===== config.mk =====
export PLATFORM = sky130hd
export DESIGN_NAME = decoder
export DESIGN_NICKNAME = d
export VERILOG_FILES = /design/src/rtl/decoder_pkg.sv /design/src/rtl/decoder_core.sv /design/src/rtl/decoder.sv
export SDC_FILE = /design/constraint.sdc
export NUM_CORES = 1
export LEC_CHECK = 0
export BUFFER_PORTS_ARGS = -buffer_cell sky130_fd_sc_hd__buf_2
export CORE_AREA = 5 5 42 44
export CTS_BUF_LIST = sky130_fd_sc_hd__clkbuf_16
export CTS_CLUSTER_SIZE = 20
export DETAILED_ROUTE_END_ITERATION = 10
export DIE_AREA = 0 0 47 49
export PLACE_DENSITY = 0.48
export REMOVE_ABC_BUFFERS = 1
export SKIP_CTS_REPAIR_TIMING = 1
export SKIP_LAST_GASP = 1
export SYNTH_ARGS = -nofsm -noshare
export SYNTH_HDL_FRONTEND = slang
export SYNTH_SLANG_ARGS = --single-unit
export TNS_END_PERCENT = 5

===== constraint.sdc =====
create_clock -name clk -period 0.89 [get_ports clk]
set_input_delay 0.089 -clock clk [delete_from_list [all_inputs] [get_ports clk]]
set_output_delay 0.089 -clock clk [all_outputs]
set_load 0.01 [all_outputs]

===== src/rtl/decoder_pkg.sv =====
// Shared sizing for the select decoder: default select width and the derived output width.
// Latency: n/a (constants only); backpressure: n/a.
package decoder_pkg;

  localparam int DEF_SEL_W = 3;

  // The output width always tracks the select width; use this rather than a free parameter.
  function automatic int out_width(input int sel_w);
    return 1 << sel_w;
  endfunction

  localparam int DEF_OUT_W = out_width(DEF_SEL_W);

endpackage


===== src/rtl/decoder_core.sv =====
// Combinational binary-to-one-hot conversion, gated by an active-high enable.
// Latency: zero (pure logic); backpressure: none.
module decoder_core
  import decoder_pkg::*;
#(
  parameter int SEL_W = DEF_SEL_W,
  parameter int OUT_W = out_width(SEL_W)
) (
  input  logic [SEL_W-1:0] sel,
  input  logic             en,
  output logic [OUT_W-1:0] onehot
);

  always_comb begin
    onehot = '0;
    if (en) begin
      onehot[sel] = 1'b1;
    end
  end

endmodule


===== src/rtl/decoder.sv =====
// Registered select decoder: o is one-hot of sel when enb_ is low, zero otherwise.
// Latency: one clk cycle, no input-to-output combinational path; backpressure: none.
module decoder
  import decoder_pkg::*;
#(
  parameter int SEL_W = DEF_SEL_W,
  parameter int OUT_W = out_width(SEL_W)
) (
  input  logic             clk,
  input  logic             rst,
  output logic [OUT_W-1:0] o,
  input  logic             enb_,
  input  logic [SEL_W-1:0] sel,
  output logic             o_valid
);

  logic [OUT_W-1:0] onehot;

  decoder_core #(
    .SEL_W (SEL_W),
    .OUT_W (OUT_W)
  ) u_core (
    .sel    (sel),
    .en     (~enb_),
    .onehot (onehot)
  );

  // Asynchronous clear so a reset mid-cycle drops the output without waiting for clk.
  always_ff @(posedge clk or posedge rst) begin
    if (rst) begin
      o       <= '0;
      o_valid <= 1'b0;
    end else begin
      o       <= onehot;
      o_valid <= ~enb_;
    end
  end

endmodule


* After elaboration in Yosys (flattened, before gate mapping)
Index checks and enable logic that the tools add are counted.
** Word-level totals
- Word-level logic and storage cells :: 9
- Register bits :: 9
- Output and inout bits :: 9
- Bits of input ports :: 6
** Cells by class
- Order comparisons :: 2
- Reduce and logical (&&, ||, !) cells :: 1
- Mux-type cells :: 3
- Bitwise logic cells :: 1
** Operators with widths (count)
- $mux 8 :: 1
- $lt 3x4->1 const B :: 1
- $demux 1 s3 :: 1
- $ge 3x1->1 const B :: 1
- $logic_and 1x1->1 :: 1
- $mux 1 :: 1
- $not 1->1 :: 1

* Depth between registers and ports, before layout
- Depth after elaboration :: 5
- Mapped depth :: 1
- Mapped depth without buffers :: 1

* Hierarchy
From an unflattened synthesis, not the netlist that was laid out.
** Unflattened totals
- Cell total of the unflattened synthesis :: 19
- Area, all modules :: 329.1 um^2
** By module, submodules not included
- decoder :: cells an instance 11, area an instance 232.7 um^2, instances 1, seq. area each 225.2 um^2
- decoder_core :: cells an instance 8, area an instance 96.3 um^2, instances 1, seq. area each 0.0 um^2

* Least setup slack after synthesis
Ideal clock, no wire load.
- Path kind :: reg2out
- Start :: register o[0]
- End :: output o[0]
- Data required time :: 0.801 ns
- Stages on the path, launching flop included :: 1
- Arrival time :: 0.376 ns
- Path buffers :: 0
- Path slack :: 0.425 ns
- Path through :: dfrtp_1
** RTL lines
- start: declaration :: line decoder.sv:11 : output logic [OUT_W-1:0] o,
- start signal: assignment :: line decoder.sv:34 : o <= onehot;
No word-level cell between the ends.

* Worst setup path in the final report
- Start :: register o[6]
- End :: output o[6]
No word-level cell between the ends.

==> impl_metrics.ini <==
[routing]
viasPerCell = 4.24
postRouteWirelength_um = 692
firstDrtPassIters = 4
ant_nets = 0
remaining_drc_errors = 0
num_vias = 229
drt-initial-drc-count = 5
wl_per_cell_um = 12.8

[synth]
synth-edff-count = 0
synth_area_leaders = dfrtp_1, and4bb_2, nor4b_1, and4b_2, inv_1
synthFlopType = dfrtp_1
synth_top_area_share_pct = 71.7
syn_area_per_cell_um2 = 16.5
ys_seq_area_share_pct = 71.7
ys_ff_latch = 9
ys_types = 6
yosysMostFrequentCell = dfrtp_1
yosys_warnings = 0
yosys-top-cells-count = dfrtp_1, and4bb_2, nor4b_1, inv_1
async_flop_share_pct = 100
synth_area_um2 = 314
synthCells = 19
yosysTopAreaCell = dfrtp_1

[setup_path]
cp-start-kind = register
crit_chain = buf_2
cp.required_ns = 0.80
path_class = register to output port
cp_top_family = flip-flops
path_max_fanout = 1
cp.arrival_ns = 0.74
critPathMaxStageDelay_ns = 0.36
crit_path_top_delay_cell = dfrtp_1
crit_buf_inv = 1
cp-end-kind = output port

[timing]
fmax_mhz = 1210
grt_setup_unrepaired = false
fin_crit_ns = 0.824
max-slew-margin-rel_pct = 78.3
post-route-period-util_pct = 92.6
report.final.slew_viol_count = 0
finalSetupTns_ns = 0
tightestPinTransition_ns = 0.324
whs_ns = 0.0879
finalHoldViolCount = 0
setup-violations-final = 0

[placed_design]
gp_congestion = 0.707
portBuffers = 14

[global_route]
overflow = 0
grt_max_degree = 10
grt_pass1_vias = 246
grt_first_pass_wirelength_um = 1120
grt_usage_pct = 7.69
antenna_found_initial = 0

[layout]
syn_to_final_growth_pct = 57.0
finalCoreUtilization_pct = 35.2
fillers = 154
drive_gt1_share_pct = 55.3
final_net_count = 45
antenna_cells = 0

[floorplanning]
die-area_um2 = 2300
fp.dieH_um = 49
rows = 14
core-area_um2 = 1400
initial_utilization_pct = 22.4
io_pins = 15
die_x_um = 47

[clock_tree]
cts_inserted_buffers = 3
cts_tree = yes
htree_levels = 1
root_buffer = clkbuf_16
cts.clk_slew.worst_paths_ns = 0.04
clockBufferDepth = 2
cts_sinks = 9

[power_and_ir_drop]
power_density_nw_per_um2 = 2590
p_leak_nw = 0.266
ir_worst_vdd_mv = 0.857
finalPower_w = 0.00128

[min_path]
hp-class = input port to register
holdPathEnd = o_valid
min_path_cells = 2
min_from = enb_

[flow_run]
cap_violations = 0

[run_status]
status = finished, final reports clean
[kinds of logic (layout without fill, tap and decap cells)]
kind of cell  count (synthesis)  after routing  share of synthesized area (%)
simple gates                  8              8                           25.9
flops                         9              9                           71.7
buf+inv                       2             21                           2.39
[final cells by class]
type	instances	area, um2	area share, %
inverters	2	7.51	1.52
flip-flops and latches	9	225	45.7
clock inverters	1	3.75	0.761
clock buffers	3	75.1	15.2
well taps	16	20.0	4.06
repair buffers	15	80.1	16.2
multi-input cells	8	81.3	16.5
[metal layers]
layer	track usage [%]	share of wire [%]	vias to the layer above
li1	-	-	109
met1	7.74	38	104
met2	9.05	45	12
met3	2.58	10	4
met4	12.4	6.9	0
met5	0	0	-
[report_power, final]
group / switching [W] / internal [W] / total, W
clock network: 0.000198 / 0.000587 / 0.000785
registers: 0.00000244 / 0.000423 / 0.000425
logic: 0.0000388 / 0.0000299 / 0.0000687
total: 0.000240 / 0.00104 / 0.00128
[sequential cells by signal (all words and copies together) (netlist names)]
name	cells
o_valid	1
o	8
[through the flow]
| stage | cells | area, um2 | setup slack (ns) |
|---|---|---|---|
| floorplan | 19 | 314 | 0.425 |
| global placement | 49 | 404 | 0.225 |
| detailed placement | 49 | 404 | 0.204 |
| CTS | 53 | 483 | 0.0534 |
| global route | 54 | 493 | 0.0457 |
| finish | 54 | 493 | 0.0659 |
[how the worst max path moves through the flow]
stage	start	endpoint	slack [ns]	depth (start not counted)
floorplan	o[0]	o[0]	0.43	0
global placement	sel[2]	o[1]	0.23	2
detailed placement	sel[2]	o[1]	0.20	2
CTS	o[6]	o[6]	0.05	1
global route	o[6]	o[6]	0.05	1
finish	o[6]	o[6]	0.07	1
[layout by cell type, fill, tap and decap left out, drive strengths merged]
cell	netlist	routed
and4b	1	1
buf	0	14
dfrtp	9	9
dlygate4sd3	0	1
clkbuf	0	3
nor4	1	1
and4bb	3	3
nor4b	3	3
inv	2	3
(Power assumes the default switching activity.)
